### config.mk
export PLATFORM = sky130hd
export DESIGN_NAME = multicycle_ctrl_flat
export DESIGN_NICKNAME = d
export VERILOG_FILES = /design/src/rtl/multicycle_ctrl_pkg.sv /design/src/rtl/multicycle_ctrl_if.sv /design/src/rtl/multicycle_ctrl_mem_wdog.sv /design/src/rtl/multicycle_ctrl.sv /design/src/flat_wrapper.sv
export SDC_FILE = /design/constraint.sdc
export NUM_CORES = 1
export LEC_CHECK = 0
export ABC_CLOCK_PERIOD_IN_PS = 1900
export CAP_MARGIN = 20
export CORE_AREA = 2 2 80 82
export CTS_CLUSTER_SIZE = 14
export DETAILED_ROUTE_END_ITERATION = 8
export DIE_AREA = 0 0 82 84
export PLACE_DENSITY_LB_ADDON = 0.15
export SETUP_SLACK_MARGIN = 0.02
export SYNTH_ARGS = -nofsm -noshare
export SYNTH_HDL_FRONTEND = slang
export SYNTH_SLANG_ARGS = --single-unit
### constraint.sdc
create_clock -name clk -period 1.9 [get_ports clk]
set_input_delay 0.475 -clock clk [delete_from_list [all_inputs] [get_ports clk]]
set_output_delay 0.475 -clock clk [all_outputs]
set_load 0.02 [all_outputs]
### src/rtl/multicycle_ctrl_pkg.sv
`default_nettype none
// ============================================================================
//  Module   : ctrl_pkg
//  Purpose  : Shared encodings for the multi-cycle sequencer and the
//             combinational decoder: opcodes, immediate formats, ALU
//             operations and sequencer states, plus small decode helpers.
//  Revision : 1.0  initial release
// ============================================================================
package ctrl_pkg;

  localparam int unsigned c_OPCODE_WIDTH = 7;

  typedef enum logic [c_OPCODE_WIDTH-1:0] {
    addi = 7'b0010011,
    lw   = 7'b0000011,
    bne  = 7'b1100011
  } opcode_t;

  typedef enum logic [2:0] {
    Imm      = 3'd0,
    UpperImm = 3'd1,
    Store    = 3'd2,
    Branch   = 3'd3,
    Jump     = 3'd4
  } instr_format_t;

  typedef enum logic [1:0] {
    ALU_ADD = 2'b00,
    ALU_SUB = 2'b01
  } alu_op_t;

  typedef enum logic [2:0] {
    FETCH  = 3'd0,
    DECODE = 3'd1,
    EXEC   = 3'd2,
    MEM    = 3'd3,
    WB     = 3'd4,
    FAULT  = 3'd5
  } state_t;

  // True for the opcodes the sequencer knows how to step through.
  function automatic logic opcode_supported(input logic [c_OPCODE_WIDTH-1:0] op);
    return (op == addi) || (op == lw) || (op == bne);
  endfunction

  // Immediate format selected by a supported opcode.
  function automatic instr_format_t imm_src_of(input logic [c_OPCODE_WIDTH-1:0] op);
    return (op == bne) ? Branch : Imm;
  endfunction

endpackage : ctrl_pkg
`default_nettype wire

### src/rtl/multicycle_ctrl_if.sv
`default_nettype none
// ============================================================================
//  Module   : multicycle_ctrl_if
//  Purpose  : Request/ready handshake between the sequencer and the shared
//             unified memory.
//  Signals  : mem_req   - sequencer requests an access
//             mem_sel   - 0 = instruction address (PC), 1 = data address
//             mem_ready - memory completes the request this cycle
//  Revision : 1.0  initial release
// ============================================================================
interface multicycle_ctrl_if;

  logic mem_req;
  logic mem_sel;
  logic mem_ready;

  modport master (
    output mem_req,
    output mem_sel,
    input  mem_ready
  );

  modport slave (
    input  mem_req,
    input  mem_sel,
    output mem_ready
  );

endinterface : multicycle_ctrl_if
`default_nettype wire

### src/rtl/multicycle_ctrl_mem_wdog.sv
`default_nettype none
// ============================================================================
//  Module   : mem_wdog
//  Purpose  : Counts cycles a memory request waits for ready. expired is
//             raised in the cycle the count has reached MEM_TIMEOUT while
//             ready is still low; ready in that same cycle suppresses it.
//  Ports    : clk, rst (async, active-high), active (request outstanding),
//             ready (memory response), expired (timeout this cycle)
//  Revision : 1.0  initial release
// ============================================================================
module mem_wdog #(
  parameter int MEM_TIMEOUT = 15
) (
  input  logic clk,
  input  logic rst,
  input  logic active,
  input  logic ready,
  output logic expired
);

  localparam int c_CNT_W = $clog2(MEM_TIMEOUT + 1);

  logic [c_CNT_W-1:0] r_cnt;

  always_ff @(posedge clk or posedge rst) begin
    if (rst) begin
      r_cnt <= '0;
    end else if (!active || ready) begin
      r_cnt <= '0;
    end else if (!expired) begin
      // Holds at the limit so it can never wrap back to a "fresh" value.
      r_cnt <= r_cnt + 1'b1;
    end
  end

  assign expired = active && !ready && (r_cnt == c_CNT_W'(MEM_TIMEOUT));

endmodule : mem_wdog
`default_nettype wire

### src/rtl/multicycle_ctrl.sv
`default_nettype none
// ============================================================================
//  Module   : multicycle_ctrl
//  Purpose  : Multi-cycle sequencer for the RISC-V core. Steps addi, lw and
//             bne through FETCH/DECODE/EXEC/MEM/WB, drives the datapath
//             controls, counts retired instructions and faults (sticky) on
//             an illegal opcode or a memory-response timeout.
//  Ports    : clk, rst (async, active-high), run (allow new fetch),
//             instr (IR contents), EQ (ALU equal flag),
//             mem (request/ready bus, master side),
//             IRWrite, PCWrite, PCsrc, RegWrite, ResultSrc, ALUctrl, ALUsrc,
//             ImmSrc (datapath controls), retire (pulse per instruction),
//             instret (retired count), fault (sticky)
//  Revision : 1.0  initial release
// ============================================================================
module multicycle_ctrl
  import ctrl_pkg::*;
#(
  parameter int DATA_WIDTH   = 32,
  parameter int IMM_WIDTH    = 3,
  parameter int ALU_WIDTH    = 2,
  parameter int OPCODE_WIDTH = 7,
  parameter int MEM_TIMEOUT  = 15
) (
  input  logic                  clk,
  input  logic                  rst,
  input  logic                  run,
  input  logic [DATA_WIDTH-1:0] instr,
  input  logic                  EQ,
  multicycle_ctrl_if.master     mem,
  output logic                  IRWrite,
  output logic                  PCWrite,
  output logic                  PCsrc,
  output logic                  RegWrite,
  output logic                  ResultSrc,
  output logic [ALU_WIDTH-1:0]  ALUctrl,
  output logic                  ALUsrc,
  output logic [IMM_WIDTH-1:0]  ImmSrc,
  output logic                  retire,
  output logic [DATA_WIDTH-1:0] instret,
  output logic                  fault
);

  state_t                  r_state;
  logic [OPCODE_WIDTH-1:0] r_op_q;
  logic                    r_fetch_pend;   // fetch request raised, not yet answered
  logic [DATA_WIDTH-1:0]   r_instret;

  logic w_mem_req;
  logic w_mem_sel;
  logic w_expired;
  logic w_is_lw;
  logic w_is_bne;
  logic w_unused;

  assign w_is_lw  = (r_op_q == OPCODE_WIDTH'(lw));
  assign w_is_bne = (r_op_q == OPCODE_WIDTH'(bne));
  assign w_unused = ^instr[DATA_WIDTH-1:OPCODE_WIDTH];

  mem_wdog #(
    .MEM_TIMEOUT (MEM_TIMEOUT)
  ) u_wdog (
    .clk     (clk),
    .rst     (rst),
    .active  (w_mem_req),
    .ready   (mem.mem_ready),
    .expired (w_expired)
  );

  // --------------------------------------------------------------------------
  // Sequencer state
  // --------------------------------------------------------------------------
  always_ff @(posedge clk or posedge rst) begin
    if (rst) begin
      r_state      <= FETCH;
      r_op_q       <= '0;
      r_fetch_pend <= 1'b0;
      r_instret    <= '0;
    end else begin
      if (retire) begin
        r_instret <= r_instret + 1'b1;
      end
      case (r_state)
        FETCH: begin
          if (w_mem_req && mem.mem_ready) begin
            r_state      <= DECODE;
            r_fetch_pend <= 1'b0;
          end else if (w_expired) begin
            r_state      <= FAULT;
            r_fetch_pend <= 1'b0;
          end else begin
            // Once raised, the fetch request is held until answered.
            r_fetch_pend <= w_mem_req;
          end
        end
        DECODE: begin
          r_op_q  <= instr[OPCODE_WIDTH-1:0];
          r_state <= opcode_supported(instr[OPCODE_WIDTH-1:0]) ? EXEC : FAULT;
        end
        EXEC: begin
          if (w_is_lw) begin
            r_state <= MEM;
          end else if (w_is_bne) begin
            r_state <= FETCH;
          end else begin
            r_state <= WB;
          end
        end
        MEM: begin
          if (mem.mem_ready) begin
            r_state <= WB;
          end else if (w_expired) begin
            r_state <= FAULT;
          end
        end
        WB:      r_state <= FETCH;
        FAULT:   r_state <= FAULT;
        default: r_state <= FAULT;
      endcase
    end
  end

  // --------------------------------------------------------------------------
  // Control outputs, decoded from state and latched opcode
  // --------------------------------------------------------------------------
  always_comb begin
    w_mem_req = 1'b0;
    w_mem_sel = 1'b0;
    IRWrite   = 1'b0;
    PCWrite   = 1'b0;
    PCsrc     = 1'b0;
    RegWrite  = 1'b0;
    ResultSrc = 1'b0;
    ALUctrl   = ALU_WIDTH'(ALU_ADD);
    ALUsrc    = 1'b0;
    ImmSrc    = IMM_WIDTH'(Imm);
    retire    = 1'b0;
    fault     = 1'b0;
    case (r_state)
      FETCH: begin
        w_mem_req = run || r_fetch_pend;
        IRWrite   = w_mem_req && mem.mem_ready;
      end
      EXEC: begin
        ImmSrc = IMM_WIDTH'(imm_src_of(r_op_q));
        if (w_is_bne) begin
          ALUctrl = ALU_WIDTH'(ALU_SUB);
          PCWrite = 1'b1;
          PCsrc   = ~EQ;
          retire  = 1'b1;
        end else begin
          ALUsrc  = 1'b1;
        end
      end
      MEM: begin
        w_mem_req = 1'b1;
        w_mem_sel = 1'b1;
        ALUsrc    = 1'b1;
        ImmSrc    = IMM_WIDTH'(imm_src_of(r_op_q));
      end
      WB: begin
        RegWrite  = 1'b1;
        ResultSrc = w_is_lw;
        PCWrite   = 1'b1;
        ALUsrc    = 1'b1;
        ImmSrc    = IMM_WIDTH'(imm_src_of(r_op_q));
        retire    = 1'b1;
      end
      FAULT: begin
        fault = 1'b1;
      end
      default: begin
        fault = 1'b0;
      end
    endcase
  end

  assign mem.mem_req = w_mem_req;
  assign mem.mem_sel = w_mem_sel;
  assign instret     = r_instret;

endmodule : multicycle_ctrl
`default_nettype wire
### src/flat_wrapper.sv
// flat-port wrapper written by rule: the top's interface ports become plain ports
module multicycle_ctrl_flat import ctrl_pkg::*;
#(
  parameter int DATA_WIDTH   = 32,
  parameter int IMM_WIDTH    = 3,
  parameter int ALU_WIDTH    = 2,
  parameter int OPCODE_WIDTH = 7,
  parameter int MEM_TIMEOUT  = 15
)
  (clk, rst, run, instr, EQ, IRWrite, PCWrite, PCsrc, RegWrite, ResultSrc, ALUctrl, ALUsrc, ImmSrc, retire, instret, fault, mem_mem_req, mem_mem_sel, mem_mem_ready);
  multicycle_ctrl_if mem_i ();
  input  logic clk;
  input  logic rst;
  input  logic run;
  input  logic [DATA_WIDTH-1:0] instr;
  input  logic EQ;
  output logic IRWrite;
  output logic PCWrite;
  output logic PCsrc;
  output logic RegWrite;
  output logic ResultSrc;
  output logic [ALU_WIDTH-1:0] ALUctrl;
  output logic ALUsrc;
  output logic [IMM_WIDTH-1:0] ImmSrc;
  output logic retire;
  output logic [DATA_WIDTH-1:0] instret;
  output logic fault;
  output wire logic [$bits(mem_i.mem_req)-1:0] mem_mem_req;
  output wire logic [$bits(mem_i.mem_sel)-1:0] mem_mem_sel;
  input wire logic [$bits(mem_i.mem_ready)-1:0] mem_mem_ready;
  assign mem_mem_req = mem_i.mem_req;
  assign mem_mem_sel = mem_i.mem_sel;
  assign mem_i.mem_ready = mem_mem_ready;
  multicycle_ctrl #(.DATA_WIDTH(DATA_WIDTH), .IMM_WIDTH(IMM_WIDTH), .ALU_WIDTH(ALU_WIDTH), .OPCODE_WIDTH(OPCODE_WIDTH), .MEM_TIMEOUT(MEM_TIMEOUT)) u_core (.clk(clk), .rst(rst), .run(run), .instr(instr), .EQ(EQ), .mem(mem_i), .IRWrite(IRWrite), .PCWrite(PCWrite), .PCsrc(PCsrc), .RegWrite(RegWrite), .ResultSrc(ResultSrc), .ALUctrl(ALUctrl), .ALUsrc(ALUsrc), .ImmSrc(ImmSrc), .retire(retire), .instret(instret), .fault(fault));
endmodule
==> metrics.yaml, run 1 <==
status:
  outcome: "finished, violations left"
  violations: "setup timing"
flow_run:
  maxCapViolCount: 0
yosys:
  netlist.area_leader.share_pct: 49.3
  synth_cell_type_count: 44
  yosys-top-cells-area: "dfrtp_1 (49%), xnor2_1 (9.6%), nand3_1 (4.0%)"
  async_flop_share_pct: 100
  yosysSeqAreaShare_pct: 49.3
  synthCells: 226
  synth_edf_count: 0
  yosys_most_used_dff: "dfrtp_1"
  synth_area_um2: 2380
  synth_top_area_cell: "dfrtp_1"
  ys.warnings.count: 0
  syn_area_per_cell_um2: 10.5
  ys_ff_latch: 47
critical_path:
  path_max_fanout: 3
  cp.required_ns: 1.42
  crit_type: "reg -> out"
  worst_path_max_delay_cell: "dfrtp_1"
  cp-end-kind: "primary output"
  start_kind: "flip-flop"
  crit_arrival_ns: 1.50
  critPathMaxStageDelay_ns: 0.39
  cp_cell_sequence: "and3b_2 > and2_4 > nand2_4 > o21ai_2 > o21ai_1 > buf_4"
  reg2reg_slack_ns: -0.04
  r2r_start: "u_core.r_state[0]"
  rr_worst_depth: 7
  r2r-end: "u_core.instret[17]"
placement:
  gp_congestion: 0.836
  dp.cells: 382
  dp_hpwl_um: 3800
  portBuffers: 56
layout:
  nNetsFinal: 355
  layout.cells.non_filler: 394
  diodes: 0
  syn_to_final_growth_pct: 50.1
  layout-drive-gt1-share_pct: 32.2
floorplan:
  core_area_um2: 6100
  die_h_um: 84
  placement_rows: 29
  ios: 84
  start_util_pct: 39.1
  die_area_um2: 6890
  fp.dieW_um: 82
clocking:
  root_buffer: "clkbuf_8"
  clk_pin_slew_ns: 0.09
  cts_made_buffers: 5
  clock-sinks: 47
  htree_levels: 2
  postCtsHoldBufs: 0
  clk_latency_ns: 0.29
  cts_tree: "built"
  cts.path.max_buffers: 2
sta:
  slew_viol_final: 0
  rsz0062_at_grt: "true"
  max_freq_mhz: 506
  fin_crit_ns: 1.97
  finalHoldViolCount: 0
  setup_viol: 10
  worst_clock_skew_ns: 0.00838
  fin_crit_sh_pct: 104
  setup_slack_ns: -0.0744
grt:
  grt_max_degree: 48
  first_global_vias: 1953
  grt_pass1_wl_um: 9130
  antenna_found_initial: 0
  overflow: 0
  grt_usage_pct: 16.8
detailed_routing:
  drt-wirelength-per-cell_um: 13.6
  drt_iter0_markers: 66
  drc: 0
  via_per_inst: 4.98
  ant_nets: 0
  drt_wl_total_um: 5370
  num_vias: 1961
  firstDrtPassIters: 4
power_and_ir_drop:
  p_int_mw: 1.53
  finalPower_mw: 1.96
  clkPwrFrac_pct: 38.6
  powerDensity_nw_per_um2: 547
  ir_worst_vdd_mv: 0.407
  swShare_pct: 21.6
  pwr-share-comb_pct: 8.1
  switchingPower_uw: 422
  p_leak_nw: 1.85
  power_frac_seq_pct: 53.3
hold_path:
  min_path_type: "reg -> reg"
  min_from: "u_core.instret[31]"
  min_to: "u_core.instret[31]"
  min_path_cells: 1
[worst max path at each step]
| stage | start | to | slack [ns] | depth (start not counted) |
|---|---|---|---|---|
| 2_1_floorplan | u_core.r_state[1] | ResultSrc | 0.01 | 4 |
| 3_3_place_gp | run | mem_mem_req | -0.42 | 5 |
| 3_5_place_dp | run | mem_mem_req | -0.43 | 5 |
| 4_1_cts | u_core.r_op_q[3] | ALUsrc | -0.12 | 6 |
| 5_1_grt | u_core.r_op_q[3] | ALUsrc | -0.16 | 6 |
| 6_report | u_core.r_op_q[3] | ALUsrc | -0.07 | 6 |
[synthesized netlist by cell type, types with 4 or more instances]
master / number
and4_1: 4
dfrtp_1: 47
nand4_1: 11
inv_1: 7
nor2_1: 11
nand3_1: 19
nand2_1: 18
mux2_2: 8
nor3_1: 10
and2_1: 5
xnor2_1: 26
buf_4: 4
o21ai_0: 8
xor2_1: 6
[sequential cells by signal, summed over array words and instances, names as in the netlist]
register and cells:
u_core.instret 32, u_core.r_op_q 7, u_core.u_wdog.r_cnt 4, u_core.r_state 3, u_core.r_fetch_pend 1
[stage by stage]
step | setup TNS, ns | setup slack (ns) | area (um2) | util (%) | hold slack (ns)
2_1_floorplan | 0 | 0.0119 | 2400 | - | 0.481
3_3_place_gp | -2.98 | -0.419 | 3250 | 53.3 | 0.462
3_5_place_dp | -3.27 | -0.430 | 3250 | 53.3 | 0.468
4_1_cts | -0.945 | -0.118 | 3420 | 56.2 | 0.481
5_1_grt | -2.20 | -0.160 | 3580 | 58.7 | 0.513
6_report | -0.441 | -0.0744 | 3580 | 58.7 | 0.474
[routing by layer]
layer	share of wire, %	routed length (um)	track usage [%]	up-vias
met4	1.0	54	4.70	0
met3	4.4	237	3.68	6
met2	48	2600	25.9	38
met1	46	2480	23.5	944
met5	0	0	0	-
li1	-	-	-	973
[cell families (layout without fill, tap and decap cells)]
family | Yosys count | after routing | share of synthesized area, %
AOI/OAI and AO/OA | 18 | 18 | 5.93
and+or+nand+nor | 99 | 99 | 23.6
other | 1 | 2 | 0.157
adders and majority gates | 2 | 2 | 1.05
muxes | 9 | 9 | 4.20
DFF | 47 | 47 | 49.3
buffers and inverters | 18 | 108 | 3.94
xor gates and xnor gates | 32 | 32 | 11.8
[power by group through the flow]
stage,Combinational (mW),Clock [mW],Sequential [mW]
3_3_place_gp,0.152,0,1.06
3_5_place_dp,0.154,0,1.06
6_report,0.159,0.754,1.04
5_1_grt,0.175,0.830,1.05
2_1_floorplan,0.0665,0,1.06
4_1_cts,0.158,0.774,1.04
[layout by cell type (no fill, tap or decap), types with 2 or more instances in the layout]
master           netlist  layout
dfrtp_1               47      45
buf_4                  4      37
clkdlybuf4s50_1        0      29
xnor2_1               26      24
nand2_1               18      15
nand3_1               19      15
dlymetal6s2s_1         0      14
nand4_1               11      11
buf_6                  1      10
mux2_2                 8       8
nor2_1                11       8
nor3_1                10       8
xor2_1                 6       6
inv_1                  7       6
clkbuf_8               0       6
o21ai_0                8       5
and2_1                 5       4
and4_1                 4       4
nor2_4                 0       3
nand3_2                0       3
and3_1                 3       3
nand3b_1               3       3
a31oi_1                2       2
o21ai_2                0       2
nor3_2                 1       2
nor4_2                 1       2
nand2_4                0       2
xnor2_2                0       2
ha_1                   2       2
conb_1                 1       2
buf_2                  3       2
dfrtp_2                0       2
[final cells by class]
class | count | area, um2
fillers | 521 | 2520
multi-input cells | 162 | 1270
flip-flops and latches | 47 | 1180
repair buffers | 93 | 886
well taps | 77 | 96.3
clock buffers | 6 | 82.6
clock inverters | 2 | 35.0
inverters | 7 | 26.3
[critical path: cells and delay by family (launching register included)]
kind,cells,cell delay [ns]
DFF,1,0.39
buffers and inverters,1,0.15
and+or+nand+nor,3,0.47
AOI/OAI and AO/OA,2,0.19
[what timing repair did]
item / in CTS / in global routing
setup endpoints to repair: 20 / 47
buffers inserted: 2 / 1
gates cloned: 0 / 1
resized for setup: 91 / 36
pin swaps: 7 / 8
No activity file was read; power rests on OpenSTA's default activity.
==> inputs of run 2 (changes only) <==
--- a/config.mk
+++ b/config.mk
@@ -7,10 +7,10 @@
 export LEC_CHECK = 0
 export ABC_CLOCK_PERIOD_IN_PS = 1900
 export CAP_MARGIN = 20
-export CORE_AREA = 2 2 80 82
+export CORE_AREA = 2 2 81 83
 export CTS_CLUSTER_SIZE = 14
 export DETAILED_ROUTE_END_ITERATION = 8
-export DIE_AREA = 0 0 82 84
+export DIE_AREA = 0 0 83 85
 export PLACE_DENSITY_LB_ADDON = 0.15
 export SETUP_SLACK_MARGIN = 0.02
 export SYNTH_ARGS = -nofsm -noshare
==> run 2 against run 1 <==
Net effect:
- the run still ends with setup timing left
- count of clock-buffer cells in the layout is the same
- worst setup slack lost 0.0035 ns
- largest power group unchanged
- worst hold slack gained 0.021 ns
- clock power shrank 1%
==> metrics.yaml, run 2 (synthesis gave the netlist of run 1 again) <==
grt:
  grt_max_degree: 48
  grt_pass1_wl_um: 9340
  first_global_vias: 1929
  grt_usage_pct: 16.2
  antenna_found_initial: 0
  overflow: 0
sta:
  max_freq_mhz: 506
  fin_crit_sh_pct: 104
  fin_crit_ns: 1.98
  setup_viol: 10
  slew_viol_final: 0
  worst_clock_skew_ns: 0.00578
  rsz0062_at_grt: "true"
  setup_slack_ns: -0.0778
  finalHoldViolCount: 0
layout:
  utilization_pct: 56.0
  diodes: 0
  largest_reg_flops: 32
  syn_to_final_growth_pct: 45.7
  nNetsFinal: 353
  layout_commonest_cell: "dfrtp_1"
  final_area_um2: 3470
  layout-drive-gt1-share_pct: 29.5
  mostFrequentLayoutCells: "dfrtp_1 (45), buf_4 (34), clkdlybuf4s50_1 (28)"
  layout.cells.non_filler: 392
floorplan:
  die_area_um2: 7060
  start_util_pct: 38.4
  fp.dieW_um: 83
  placement_rows: 29
  die_h_um: 85
  core_area_um2: 6200
  ios: 84
detailed_routing:
  drt_iter0_markers: 97
  num_vias: 1939
  drt_wl_total_um: 5500
  via_per_inst: 4.95
  drc: 0
  firstDrtPassIters: 4
  ant_nets: 0
  drt-wirelength-per-cell_um: 14.0
status:
  outcome: "finished, violations left"
  violations: "setup timing"
critical_path:
  start_kind: "flip-flop"
  crit_type: "reg -> out"
  critPathMaxStageDelay_ns: 0.46
  path_max_fanout: 6
  cp-end-kind: "primary output"
  cp.required_ns: 1.42
  cp_cell_sequence: "and2b_2 > a41oi_4 > nor2_2 > buf_4"
  crit_arrival_ns: 1.50
  worst_path_max_delay_cell: "dfrtp_2"
clocking:
  cts_made_buffers: 5
  cts_tree: "built"
  root_buffer: "clkbuf_8"
  htree_levels: 2
  clock-sinks: 47
  postCtsHoldBufs: 0
  clk_pin_slew_ns: 0.08
  cts.path.max_buffers: 2
  clk_latency_ns: 0.30
placement:
  portBuffers: 56
  gp_congestion: 0.852
  dp.cells: 378
  dp_hpwl_um: 3750
  place_area_um2: 3220
hold_path:
  min_path_type: "reg -> reg"
power_and_ir_drop:
  ir_worst_vdd_mv: 0.352
  p_leak_nw: 1.78
  powerDensity_nw_per_um2: 561
flow_run:
  maxCapViolCount: 0
run 2: cell types whose count changed in the layout (fill, tap and decap cells not counted), sizes merged:
cell,before,now
clkdlybuf4s50,29,28
buf,50,48
dlygate4sd2,0,1
run 2: power breakdown:
| group | leakage [nW] | switching (mW) | internal (mW) |
|---|---|---|---|
| combinational | 1.08 | 0.0785 | 0.0843 |
| clock | 0.0612 | 0.317 | 0.426 |
| sequential | 0.632 | 0.0186 | 1.02 |
run 2: critical path, delay by kind of cell (launching register included):
kind | cells | cell delay [ns]
flip-flops | 1 | 0.46
buffers and inverters | 1 | 0.16
AND/OR/NAND/NOR | 2 | 0.33
AO/OA/AOI/OAI | 1 | 0.25
run 2: layer usage:
| metal | GRT usage [%] | share of wire (%) |
|---|---|---|
| met1 | 21.2 | 45 |
| met2 | 26.2 | 50 |
| met3 | 4.38 | 4.1 |
| met4 | 5.07 | 0.87 |
| met5 | 0 | 0 |
run 2: area by class of cell:
cell class	instances	area, um2
clock buffers	6	82.6
multi-input cells	162	1200
clock inverters	2	35.0
flip-flops and latches	47	1180
inverters	7	26.3
well taps	77	96.3
repair buffers	91	853
fillers	556	2730
run 2: worst paths after layout:
check | end | slack, ns | startpoint | depth (start not counted)
setup / recovery | PCWrite | -0.08 | u_core.r_state[1] | 4
hold / removal | u_core.instret[31] | 0.49 | u_core.instret[31] | 1
setup reg to reg | u_core.instret[27] | -0.01 | u_core.r_op_q[3] | 8
hold reg to reg | u_core.instret[31] | 0.49 | u_core.instret[31] | 1
max in group asynchronous | u_core.r_state[1] | 1.15 | rst | 3
min in group asynchronous | u_core.u_wdog.r_cnt[3] | 0.52 | rst | 3
run 2: timing repair:
action	4_1_cts	5_1_grt
setup buffers	3	2
gates cloned	1	0
gates resized for setup	82	30
setup endpoints to repair	23	46
pin swaps	2	7
run 2: per-stage QoR:
stage / setup WS [ns] / total power [mW] / setup TNS (ns) / hold WS [ns]
floorplan: 0.0119 / 1.13 / 0 / 0.481
global placement: -0.470 / 1.20 / -2.93 / 0.463
detailed placement: -0.449 / 1.21 / -2.82 / 0.482
CTS: -0.108 / 1.97 / -0.552 / 0.499
global route: -0.167 / 2.05 / -1.59 / 0.514
finish: -0.0778 / 1.95 / -0.355 / 0.494
